**src/rtl/arb_pkg.sv**
```systemverilog
// Shared types and helpers for the round-robin arbiter.
package arb_pkg;

  typedef enum logic [0:0] {ST_IDLE, ST_BUSY} arb_state_t;

  // Binary index of a one-hot vector (up to 32 requesters); OR-reduction keeps it small.
  function automatic logic [4:0] onehot_to_idx(input logic [31:0] onehot);
    logic [4:0] idx;
    idx = '0;
    for (int unsigned i = 0; i < 32; i++) begin
      if (onehot[i]) idx |= 5'(i);
    end
    return idx;
  endfunction

endpackage

```
**src/rtl/rr_pick.sv**
```systemverilog
// Combinational round-robin winner search: lowest request strictly above last_ptr,
// wrapping to the lowest request overall.
module rr_pick
  import arb_pkg::*;
#(
  parameter int unsigned REQ_NUM = 5,
  parameter int unsigned IDX_W   = $clog2(REQ_NUM)
) (
  input  logic [REQ_NUM-1:0] req,
  input  logic [IDX_W-1:0]   last_ptr,
  output logic [IDX_W-1:0]   winner,
  output logic               any_valid
);

  logic [REQ_NUM-1:0] w_mask;
  logic [REQ_NUM-1:0] w_masked;
  logic [REQ_NUM-1:0] w_src;
  logic [REQ_NUM-1:0] w_lowest;
  logic [31:0]        w_lowest_pad;

  always_comb begin
    w_mask = '0;
    for (int unsigned i = 0; i < REQ_NUM; i++) begin
      w_mask[i] = (i > int'(last_ptr));
    end
  end

  assign w_masked     = req & w_mask;
  assign w_src        = (|w_masked) ? w_masked : req;
  assign w_lowest     = w_src & (~w_src + REQ_NUM'(1));
  assign w_lowest_pad = 32'(w_lowest);
  assign winner       = IDX_W'(onehot_to_idx(w_lowest_pad));
  assign any_valid    = |req;

endmodule

```
**src/rtl/rr_arbiter.sv**
```systemverilog
// Round-robin arbiter with hold-until-done grants, a hold-limit timeout and a
// one-cycle turnaround bubble after every release.
module rr_arbiter
  import arb_pkg::*;
#(
  parameter int unsigned REQ_NUM  = 5,
  parameter int unsigned MAX_HOLD = 16,
  parameter int unsigned IDX_W    = $clog2(REQ_NUM)
) (
  input  logic               clk_i,
  input  logic               arst_n_i,
  input  logic [REQ_NUM-1:0] req_i,
  input  logic               done_i,
  output logic [REQ_NUM-1:0] gnt_o,
  output logic [IDX_W-1:0]   gnt_idx_o,
  output logic               gnt_val_o,
  output logic               timeout_o
);

  localparam int unsigned     HC_W      = ($clog2(MAX_HOLD + 1) < 1) ? 1 : $clog2(MAX_HOLD + 1);
  localparam logic [HC_W-1:0] HOLD_LAST = (MAX_HOLD == 0) ? '0 : HC_W'(MAX_HOLD - 1);
  localparam logic [IDX_W-1:0] PTR_RST  = IDX_W'(REQ_NUM - 1);

  arb_state_t         r_state;
  logic [HC_W-1:0]    r_hold_cnt;
  logic [IDX_W-1:0]   r_last_ptr;
  logic [REQ_NUM-1:0] r_gnt;
  logic [IDX_W-1:0]   r_gnt_idx;
  logic               r_timeout;

  logic [IDX_W-1:0]   w_winner;
  logic               w_any;
  logic               w_withdrawn;
  logic               w_hold_exp;

  rr_pick #(
    .REQ_NUM (REQ_NUM),
    .IDX_W   (IDX_W)
  ) u_pick (
    .req       (req_i),
    .last_ptr  (r_last_ptr),
    .winner    (w_winner),
    .any_valid (w_any)
  );

  assign w_withdrawn = ~req_i[r_gnt_idx];
  assign w_hold_exp  = (MAX_HOLD != 0) && (r_hold_cnt == HOLD_LAST);

  always_ff @(posedge clk_i or negedge arst_n_i) begin
    if (!arst_n_i) begin
      r_state    <= ST_IDLE;
      r_hold_cnt <= '0;
      r_last_ptr <= PTR_RST;
      r_gnt      <= '0;
      r_gnt_idx  <= '0;
      r_timeout  <= 1'b0;
    end else begin
      r_timeout <= 1'b0;
      case (r_state)
        ST_IDLE: begin
          if (w_any) begin
            r_gnt      <= REQ_NUM'(1) << w_winner;
            r_gnt_idx  <= w_winner;
            r_hold_cnt <= '0;
            r_state    <= ST_BUSY;
          end
        end
        ST_BUSY: begin
          if (done_i || w_withdrawn || w_hold_exp) begin
            // gnt_idx_o deliberately keeps the released index.
            r_gnt      <= '0;
            r_last_ptr <= r_gnt_idx;
            r_state    <= ST_IDLE;
            r_timeout  <= w_hold_exp && !done_i && !w_withdrawn;
          end else if (r_hold_cnt != '1) begin
            r_hold_cnt <= r_hold_cnt + HC_W'(1);
          end
        end
        default: r_state <= ST_IDLE;
      endcase
    end
  end

  assign gnt_o     = r_gnt;
  assign gnt_idx_o = r_gnt_idx;
  assign gnt_val_o = |r_gnt;
  assign timeout_o = r_timeout;

endmodule

```
**config.mk**
```make
export PLATFORM = sky130hd
export DESIGN_NAME = rr_arbiter
export DESIGN_NICKNAME = d
export VERILOG_FILES = /design/src/rtl/arb_pkg.sv /design/src/rtl/rr_pick.sv /design/src/rtl/rr_arbiter.sv
export SDC_FILE = /design/constraint.sdc
export NUM_CORES = 1
export LEC_CHECK = 0
export CORE_ASPECT_RATIO = 0.7
export CORE_MARGIN = 2
export CORE_UTILIZATION = 51
export DETAILED_ROUTE_END_ITERATION = 10
export PLACE_DENSITY = 0.85
export REMOVE_ABC_BUFFERS = 1
export SETUP_SLACK_MARGIN = 0.5
export SYNTH_ARGS = -nofsm -noshare
export SYNTH_HDL_FRONTEND = slang
export SYNTH_SLANG_ARGS = --single-unit
```
**constraint.sdc**
```tcl
create_clock -name clk_i -period 2.6 [get_ports clk_i]
set_input_delay 0.39 -clock clk_i [delete_from_list [all_inputs] [get_ports clk_i]]
set_output_delay 0.39 -clock clk_i [all_outputs]
set_load 0.005 [all_outputs]
```
Word-level counts from Yosys, hierarchy flattened
Index checks and enable logic that the tools add are counted.

Shift operators: 1. Reductions and logical operators: 12. Bitwise operators: 5. $add $sub $neg: 2. Order comparisons: 5. Muxes and demuxes: 19. Equal/unequal tests: 6.

Operators with widths (count): two-way mux 5 bit (6); case mux 5 bit (2 select lines) (2); OR reduction 5 bit (3); adder 5 x 1 -> 5 bit (second input constant) (2); AND 5 bit (2); greater-than comparator 2 x 3 -> 1 bit (first input constant) (2); two-way mux 1 bit (6); inequality test 2 x 1 -> 1 bit (second input constant) (3); AND reduction 2 bit (3); == test 5 x 4 -> 1 bit (second input constant) (1); inequality test 5 bit (second input constant) (1); inverter 5 bit (1); left shift 1 x 3 -> 5 bit (first input constant) (1); < comparator 3 x 4 -> 1 bit (second input constant) (1); two-way mux 2 bit (2); binary-select mux 1 bit (select 3 bit) (1); greater-than comparator 1 x 3 -> 1 bit (first input constant) (1); greater-than comparator 3 bit (first input constant) (1); two-way mux 3 bit (1); AND reduction 3 bit (1); logical AND 1 bit (2); logical OR 1 bit (2); inequality test 2 bit (second input constant) (1); inverter 1 bit (2); other kinds (2) (2).

Logic and storage cells: 56. Bits of input ports: 8. Flip-flop bits (word level): 18. Output and inout bits: 10.

Longest topological paths before layout
Gate-level depths: netlist of run 1.

Depth in word-level cells: 14. Depth in mapped cells: 8. Gate-level depth less buffers: 8.

Cells and area by module
A second synthesis of run 1 with hierarchy kept.

Cell total of the unflattened synthesis: 112. Area, all modules: 1089.8 um^2.

Modules (own cells, without submodules): rr_arbiter (area each 920.9 um^2, instances 1, sequential area each 451.7 um^2, cells an instance 88); rr_pick (area each 168.9 um^2, instances 1, sequential area each 0.0 um^2, cells an instance 24).

Worst setup path before layout of run 1
Ideal clock, no wire load.

Path kind: register -> register. Start point: reg r_hold_cnt[0]. End point: reg r_hold_cnt[0]. Slack: 0.659 ns. Path buffers: 0. Period minus slack after synthesis: 1.941 ns. Stages on the path, launching flop included: 9. Arrival: 1.862 ns. Path through: dfrtp_1 > ha_1 > and3_1 > ha_1 > nor3_1 > a32oi_4 > nand2b_1 > nor2_2 > mux2i_1.

Word-level cells in the longest chain between the ends: 4. Elaborated cells between the ends (all ways): 10. Those cells by class: 1 x add/sub; 4 x eq/ne; 3 x mux; 2 x reduce/logical.

RTL lines: start, declared (RTL line rr_arbiter.sv:25) `logic [HC_W-1:0] r_hold_cnt;`; start signal, assigned (RTL line rr_arbiter.sv:76) `r_hold_cnt <= r_hold_cnt + HC_W'(1);`; adder 5 x 1 -> 5 bit / == test 5 x 4 -> 1 bit (equally long branches) (RTL line rr_arbiter.sv:76, rr_arbiter.sv:47); two-way mux 5 bit / logical OR 1 bit (equally long branches) (RTL line rr_arbiter.sv:75, rr_arbiter.sv:69); two-way mux 5 bit / inequality test 2 bit (equally long branches); case mux 5 bit (2 select lines) / AND reduction 3 bit (equally long branches).

Several ways; a longest one is shown, not always the timed one. The select of a mux whose other input is x is not followed. A chain may end at the register's enable or synchronous reset.

Final worst setup path of run 1
Start point: in req_i[2]. End point: reg r_last_ptr[0].

Word-level cells in the longest chain between the ends: 6.

RTL lines: start, declared (RTL line rr_arbiter.sv:12) `input logic [REQ_NUM-1:0] req_i,`; binary-select mux 1 bit (select 3 bit) (RTL line rr_arbiter.sv:46) `assign w_withdrawn = ~req_i[r_gnt_idx];`; two-way mux 1 bit (not written as such) (RTL line rr_arbiter.sv:46); inverter 1 bit (RTL line rr_arbiter.sv:46); logical OR 1 bit (2 in a row) (RTL line rr_arbiter.sv:69) `if (done_i || w_withdrawn || w_hold_exp) begin`; AND reduction 2 bit (no source line); end signal, assigned (RTL line rr_arbiter.sv:72) `r_last_ptr <= r_gnt_idx;`; end, declared (RTL line rr_arbiter.sv:26) `logic [IDX_W-1:0] r_last_ptr;`.

No other way between the ends. The select of a mux whose other input is x is not followed.

==> results_dict.tcl, run 1 <==
set metrics [dict create \
    worst-endpoint-arrival_ns 2.23 \
    synth_seq_cells 18 \
    slowest_stage "mux4_2" \
    drc 1 \
    globalRouteTotalUtil 0.227 \
    portBuffers 17 \
    grt_pass1_vias 902 \
    routed-via-count 913 \
    clk_pin_slew_ns 0.11 \
    drt-total-wl_um 2440 \
    clockBufferDepth 2 \
    p_per_area_nw_per_um2 998 \
    dr.first_iter.drc_count 35 \
    min_path_type "flip-flop to flip-flop" \
    required_ns 2.79 \
    overflow 0 \
    syn_avg_cell_area_um2 9.66 \
    yosys.area.top_type_share 0.397 \
    synthArstFlopShare 1.00 \
    gp_congestion 0.975 \
    synth-edff-count 0 \
    ant_nets 0 \
    nets 143 \
    worst_path_dominant_cell_family "multiplexers" \
    path_max_fanout 8 \
    start_kind "input pin" \
    slew_violations 0 \
    fmax_ghz 0.489 \
    htreeDepth 1 \
    place_area_um2 1270 \
    pin_count 18 \
    setup_tns_ns 0 \
    cts_inserted_buffers 3 \
    critical_path_class "input pin to flip-flop" \
    finalHoldViolCount 0 \
    crit_chain "clkdlybuf4s50_1 -> mux4_2 -> a32oi_4 -> nand2_2 -> mux2_1" \
    synth_area_leader_cell "dfrtp_1" \
    rsz0062_at_grt "yes" \
    netlist_area_um2 1070 \
    postCtsSetupBuffers 0 \
    wl_per_cell_um 16.0 \
    core_um2 1920 \
    synthFlopType "dfrtp_1" \
    root_buffer "clkbuf_4" \
    grt_pass1_wl_um 4240 \
    skew_ns 0.00796 \
    grt_max_degree 19 \
    status "finished, violations left" \
    clk_latency_ns 0.30 \
    slowest_delay_ns 0.55 \
    viasPerCell 5.97 \
    synth_most_common_cell "dfrtp_1" \
    die_y_um 42.4 \
    worstSetupEndpointType "flip-flop" \
    drv_cap 0 \
    yosys.cell_types.count 42 \
    area_delta_synth_final_pct 24.5 \
    hpwl_um 1860 \
    post-route-min-period_ns 2.04 \
    slew-limit-headroom 0.449 \
    yosys-top-cells-count "dfrtp_1, nand2_1, nor2_1, nor3_1, inv_1" \
    ir_worst_vdd_v 0.000644 \
    yosysSeqAreaShare 0.421 \
    dieArea_um2 2490 \
    setup_viol 0 \
    fin_util 0.696 \
    violations "design-rule violations" \
    rrSetupSlack_ns 0.61 \
    start_util 0.559 \
    worst_slew_pin_slew_ns 0.824 \
    die_x_um 58.8 \
    postCtsHoldBufs 0 \
    syn_inst 111 \
    clock-sinks 18 \
    fin_crit_sh 0.786 \
    diodes 0 \
    synth.area.top_cells "dfrtp_1, nand2_1, mux2i_1, ha_1, nor3_1" \
    final_area_um2 1340 \
    path_buf_inv 1 \
    drt_pre_antenna_iters 7 \
    yosys_warnings 0 \
    cts_tree "yes" \
    layout-drive-gt1-share 0.153 \
    rows 13 \
    power.leakage_nw 0.582 \
    grt_antenna_before_repair 0 \
]
[metrics by stage]
step | worst slack [ns] | instances | power (mW) | hold WS (ns)
after floorplan | 0.652 | 106 | 0.845 | 0.0944
after global placement | 0.315 | 149 | 1.12 | 0.504
after detailed placement | 0.254 | 149 | 1.13 | 0.507
after CTS | 0.522 | 153 | 1.32 | 0.532
after global routing | 0.480 | 153 | 1.44 | 0.557
final | 0.556 | 153 | 1.33 | 0.524
[sequential cells by signal (all words and copies together), names as in the netlist]
| name | flops |
|---|---|
| gnt_o | 5 |
| r_hold_cnt | 5 |
| gnt_idx_o | 3 |
| r_last_ptr | 3 |
| r_state | 1 |
| timeout_o | 1 |
[what timing repair did]
action                     in CTS  in global routing
pin swaps                       0                  2
hold endpoints to repair        0                  0
setup endpoints to repair       3                  3
gates resized for setup         1                  4
[per-layer routing]
layer	vias up	GRT usage	routed length, um
li1	439	-	-
met1	441	0.346	1240
met2	33	0.316	1010
met3	0	0.0802	194
met4	0	0.0273	0
met5	-	0	0
[power breakdown]
part | switching, mW | leakage (nW) | internal (mW)
Clock | 0.0900 | 0.0210 | 0.0854
Sequential | 0.147 | 0.235 | 0.375
Combinational | 0.286 | 0.326 | 0.348
Total | 0.523 | 0.582 | 0.809
[area by class of cell]
cell class                 count  area (um2)
sequential                    18         452
tap                           22        27.5
clock buffer                   4        36.3
multi-input combinational     82         597
fill                         166         584
inverter                       6        22.5
timing repair buffer          21         200
[kinds of logic (layout without fill, tap and decap cells)]
kind of cell / count (synthesis) / count (layout) / synth area share
AO/OA/AOI/OAI: 26 / 26 / 0.191
XOR/XNOR: 2 / 2 / 0.0163
adder cells (fa/ha/maj): 3 / 3 / 0.0350
buffers and inverters: 11 / 31 / 0.0467
flip-flops: 18 / 18 / 0.421
multiplexers: 7 / 7 / 0.0793
AND/OR/NAND/NOR: 44 / 44 / 0.210
[layout by cell type (no fill, tap or decap), types with 3 or more instances in the layout]
cell type	instances
dfrtp_1	17
clkdlybuf4s50_1	17
nand2_1	13
nor2_1	8
inv_1	6
nor3_1	6
a21oi_1	5
a21o_1	4
o21ai_0	4
mux2i_1	4
buf_4	4
clkbuf_4	3
[final timing paths]
check	from	endpoint	cells past startpoint
setup / recovery	req_i[2]	r_last_ptr[0]	5
hold / removal	r_hold_cnt[0]	r_hold_cnt[0]	1
setup reg to reg	r_hold_cnt[0]	r_hold_cnt[1]	8
hold reg to reg	r_hold_cnt[0]	r_hold_cnt[0]	1
max in group asynchronous	arst_n_i	gnt_o[3]	1
min in group asynchronous	arst_n_i	r_last_ptr[1]	1
Note: power is estimated with default switching activity, not from simulation.
==> run 2: changes to the inputs <==
CORE_UTILIZATION = 46   (was 51)
PLACE_DENSITY = 0.81   (was 0.85)
clock period = 1.7 ns   (was 2.6 ns; I/O delays follow)
==> run 2 against run 1 <==
Effect of this change:
- the flow finishes with violations (negative setup slack)
- sequential cell count stayed put
- global-route usage is 8.1 points higher
- worst hold slack worse by 0.24 ns
- routed wire length is 58% higher
- utilization is 15 points higher
- critical endpoint is now r_last_ptr[1]
- highest routed layer is now met4
==> results_dict.tcl, run 2 (same netlist as run 1, synthesis figures left out) <==
set metrics [dict create \
    clk_pin_slew_ns 0.10 \
    cts_tree "yes" \
    diodes 0 \
    post-route-min-period_ns 1.94 \
    grt_pass1_vias 1178 \
    drt_pre_antenna_iters 4 \
    r2r_start "r_hold_cnt[0]" \
    clk_latency_ns 0.30 \
    slew-limit-headroom 0.664 \
    routed.top_layer "met4" \
    ir_worst_vdd_v 0.00103 \
    dieArea_um2 2740 \
    power.leakage_nw 0.866 \
    fin_total_pwr_mw 2.78 \
    gp_congestion 0.959 \
    finalHoldViolCount 0 \
    worst_slew_pin_slew_ns 0.503 \
    drc 0 \
    m1WireLength_um 1600 \
    grt_pass1_wl_um 5980 \
    setup_ws_ns -0.235 \
    violations "negative setup slack" \
    status "finished, violations left" \
    ant_nets 0 \
    overflow 0 \
    final_common_cell "buf_4" \
    portBuffers 17 \
    required_ns 1.88 \
    fin_crit_sh 1.14 \
    path_max_fanout 4 \
    root_buffer "clkbuf_4" \
    route.met2.wl_um 1780 \
    layout_common_cells "buf_4, buf_6, dfrtp_1, nand2_1, nor2_1" \
    grt_max_degree 19 \
    htreeDepth 1 \
    skew_ns 0.0128 \
    viasPerCell 5.89 \
    drt-total-wl_um 3850 \
    setup_viol 14 \
    hpwl_um 1940 \
    min_path_type "input pin to async pin" \
    grt_antenna_before_repair 0 \
    cts_inserted_buffers 3 \
    globalRouteTotalUtil 0.308 \
    area_delta_synth_final_pct 71.3 \
    dr.first_iter.drc_count 101 \
    startpoint "r_hold_cnt[0]" \
    start_util 0.494 \
    routed-via-count 1230 \
    postCtsHoldBufs 0 \
    place.detailed.instances 177 \
    die_y_um 44.4 \
    critical_path_class "flip-flop to flip-flop" \
    worst-endpoint-arrival_ns 2.11 \
    fmax_ghz 0.517 \
    wl_met3_um 383 \
    hold_slack_ns 0.282 \
    p_per_area_nw_per_um2 1510 \
    start_kind "flip-flop" \
    clock-sinks 18 \
    worstSetupEndpointType "flip-flop" \
    layout-drive-gt1-share 0.554 \
    wl_per_cell_um 18.4 \
    core_um2 2170 \
    rsz0062_at_grt "yes" \
    slew_violations 0 \
    fin_cells 209 \
    die_x_um 61.7 \
    rows 14 \
    pin_count 18 \
    clockBufferDepth 2 \
    drv_cap 0 \
    setup_tns_ns -2.59 \
    nets 189 \
]
==> run 2: cell count changes in the layout (fill, tap and decap cells not counted), moves of 4 or more <==
cell             before  now
dlygate4sd2_1         0    4
nor3_1                6    2
buf_4                 4   35
nor3_2                0    5
clkdlybuf4s50_1      17    3
buf_6                 0   18
==> run 2: cell type report <==
type                       count  area (um2)
fill                         103         335
tap                           32        40.0
timing repair buffer          67         581
sequential                    18         455
inverter                       6        25.0
clock buffer                   4        26.3
multi-input combinational     82         709
==> run 2: metal layers <==
metal | vias up | track usage
li1 | 536 | -
met1 | 593 | 0.424
met2 | 81 | 0.476
met3 | 20 | 0.102
met4 | 0 | 0.0681
met5 | - | 0
==> run 2: metrics by stage <==
stage                     utilization  setup slack [ns]  area (um2)
after floorplan                     -            -0.248        1040
final                           0.846            -0.235        1840
after global routing            0.846            -0.268        1840
after CTS                       0.792            -0.169        1720
after global placement          0.654            -0.308        1420
after detailed placement        0.654            -0.373        1420
==> run 2: what timing repair did <==
action / 4_1_cts / 5_1_grt
pin swaps: 22 / 10
setup endpoints to repair: 28 / 25
gates resized for setup: 75 / 19
buffers inserted: 21 / 7
==> run 2: worst paths after layout <==
kind | to | slack (ns) | cells after the start
worst min register to register | r_last_ptr[2] | 0.54 | 2
worst max register to register | r_last_ptr[1] | -0.24 | 8
worst max-delay path | r_last_ptr[1] | -0.24 | 8
worst min-delay path | timeout_o | 0.28 | 2
max in group asynchronous | r_last_ptr[2] | 1.14 | 2
min in group clk_i | r_last_ptr[2] | 0.54 | 2
==> run 2: power breakdown <==
| group | internal [mW] | switching, mW | total [mW] |
|---|---|---|---|
| clock network | 0.0914 | 0.127 | 0.218 |
| registers | 0.581 | 0.238 | 0.819 |
| logic | 0.985 | 0.759 | 1.74 |
| total | 1.66 | 1.12 | 2.78 |
==> run 2: critical path, stage by stage, from the launching register on <==
cell     delay, ns
dfrtp_1       0.39
ha_2          0.19
and3_4        0.21
ha_4          0.13
nor3_2        0.04
buf_4         0.14
a32oi_4       0.24
nand2_2       0.15
mux2_4        0.34
==> run 3: changes to the inputs <==
CORE_UTILIZATION = 55   (was 46)
PLACE_DENSITY = 0.9   (was 0.81)
clock period = 2.47 ns   (was 1.7 ns; I/O delays follow)
==> run 3 against run 2 <==
Effect of this change:
- the flow now finishes without violations
- count of clock-buffer cells in the layout is the same
- routed wire length decreased by 30%
- sequential cell count stayed put
- cell area down 25%
- clock power down 14%
- final cell count fell by 25%
- first-iteration DRC count down 55%
- worst hold slack better by 0.25 ns
- power is 48% lower
- critical path depth is 3 lower
- register-to-register slack improved by 0.81 ns
- die area down 15%
- critical path type is now input pin to flip-flop
- highest routed layer unchanged
==> results_dict.tcl, run 3 (same netlist as run 1, synthesis figures left out) <==
set metrics [dict create \
    drv_cap 0 \
    grt_pass1_wl_um 4370 \
    dieArea_um2 2320 \
    power.leakage_nw 0.611 \
    fin_crit_sh 0.778 \
    core_um2 1850 \
    switching_share 0.401 \
    fmax_ghz 0.520 \
    grt_antenna_before_repair 0 \
    drc 0 \
    area_delta_synth_final_pct 28.2 \
    slew_violations 0 \
    path_max_fanout 5 \
    slew-limit-headroom 0.442 \
    place.detailed.instances 150 \
    hold_slack_ns 0.531 \
    clockBufferDepth 2 \
    die_x_um 56.8 \
    nFillCells 132 \
    multi_input_area_um2 612 \
    p_int_uw 861 \
    pin_count 18 \
    min_path_type "input pin to async pin" \
    hpwl_um 2020 \
    place_area_um2 1280 \
    worstSetupEndpointType "flip-flop" \
    p_sw_uw 576 \
    die_y_um 40.9 \
    wl_per_cell_um 17.2 \
    required_ns 2.67 \
    combinationalPowerShare 0.483 \
    rows 13 \
    setup_tns_ns 0 \
    postCtsHoldBufs 0 \
    diodes 0 \
    status "finished clean" \
    layout-drive-gt1-share 0.179 \
    power_frac_clock 0.130 \
    fin_total_pwr_mw 1.44 \
    fin_cells 156 \
    clock-sinks 18 \
    post-route-min-period_ns 1.92 \
    overflow 0 \
    globalRouteTotalUtil 0.263 \
    root_buffer "clkbuf_4" \
    drt-total-wl_um 2690 \
    htreeDepth 1 \
    final_area_um2 1380 \
    ir_worst_vdd_v 0.000806 \
    drt_pre_antenna_iters 6 \
    start_kind "input pin" \
    skew_ns 0.0101 \
    nets 146 \
    cts_inserted_buffers 3 \
    routed-via-count 962 \
    setup_viol 0 \
    finalHoldViolCount 0 \
    critical_path_class "input pin to flip-flop" \
    layout_common_cells "dfrtp_1, clkdlybuf4s50_1, nand2_1, nor2_1, buf_4" \
    regArea_um2 452 \
    rsz0062_at_grt "yes" \
    viasPerCell 6.17 \
    final_common_cell "dfrtp_1" \
    worst_slew_pin_slew_ns 0.835 \
    gp_congestion 0.977 \
    dr.first_iter.drc_count 45 \
    grt_max_degree 19 \
    start_util 0.578 \
    clk_pin_slew_ns 0.11 \
    clk_latency_ns 0.31 \
    grt_pass1_vias 950 \
    worst-endpoint-arrival_ns 2.12 \
    cts_tree "yes" \
    portBuffers 17 \
    ant_nets 0 \
    p_per_area_nw_per_um2 1050 \
    pwr-share-seq 0.386 \
]
[run 3: power by group through the flow]
| stage | Clock, mW | Sequential (mW) | Combinational [mW] |
|---|---|---|---|
| floorplan | 0 | 0.510 | 0.380 |
| CTS | 0.189 | 0.547 | 0.691 |
| global route | 0.199 | 0.567 | 0.763 |
| finish | 0.188 | 0.555 | 0.695 |
| detailed placement | 0 | 0.548 | 0.652 |
| global placement | 0 | 0.542 | 0.627 |
[run 3: worst paths after layout]
check	startpoint	end	slack, ns	cells after the start
min in group clk_i	req_i[1]	gnt_idx_o[1]	0.53	3
min reg2reg	gnt_o[4]	gnt_o[4]	0.54	1
min	arst_n_i	r_last_ptr[1]	0.53	1
max reg2reg	gnt_idx_o[1]	r_last_ptr[1]	0.57	4
max in group asynchronous	arst_n_i	r_hold_cnt[0]	1.42	1
max	req_i[3]	r_last_ptr[1]	0.55	5
[run 3: cell type report]
cell class | count | area share
Inverter | 6 | 0.0164
Multi-Input combinational cell | 82 | 0.445
Sequential cell | 18 | 0.328
Tap cell | 22 | 0.0200
Clock buffer | 4 | 0.0264
Timing Repair Buffer | 24 | 0.164
[run 3: repair_timing]
item                                   4_1_cts  5_1_grt
setup buffers                                2        0
endpoints found under the hold margin        0        0
setup endpoints to repair                   12       10
gates resized for setup                      6        2
pin swaps                                    2        3
[run 3: metrics by stage]
stage	worst slack [ns]	utilization
final	0.548	0.742
after global routing	0.492	0.742
after CTS	0.500	0.735
after detailed placement	0.204	0.690
after global placement	0.271	0.690
after floorplan	0.522	-
[run 3: worst max-delay path, cell delays in order]
cell	delay (ns)
clkdlybuf4s50_1	0.43
mux4_2	0.53
a32oi_4	0.31
nand2_2	0.13
mux2_1	0.34
[run 3: metal layers]
layer / share of wire / GRT usage / vias up
met1: 0.43 / 0.308 / 454
met4: 0.0078 / 0.0930 / 0
li1: - / - / 447
met5: 0 / 0 / -
met2: 0.45 / 0.453 / 57
met3: 0.11 / 0.110 / 4
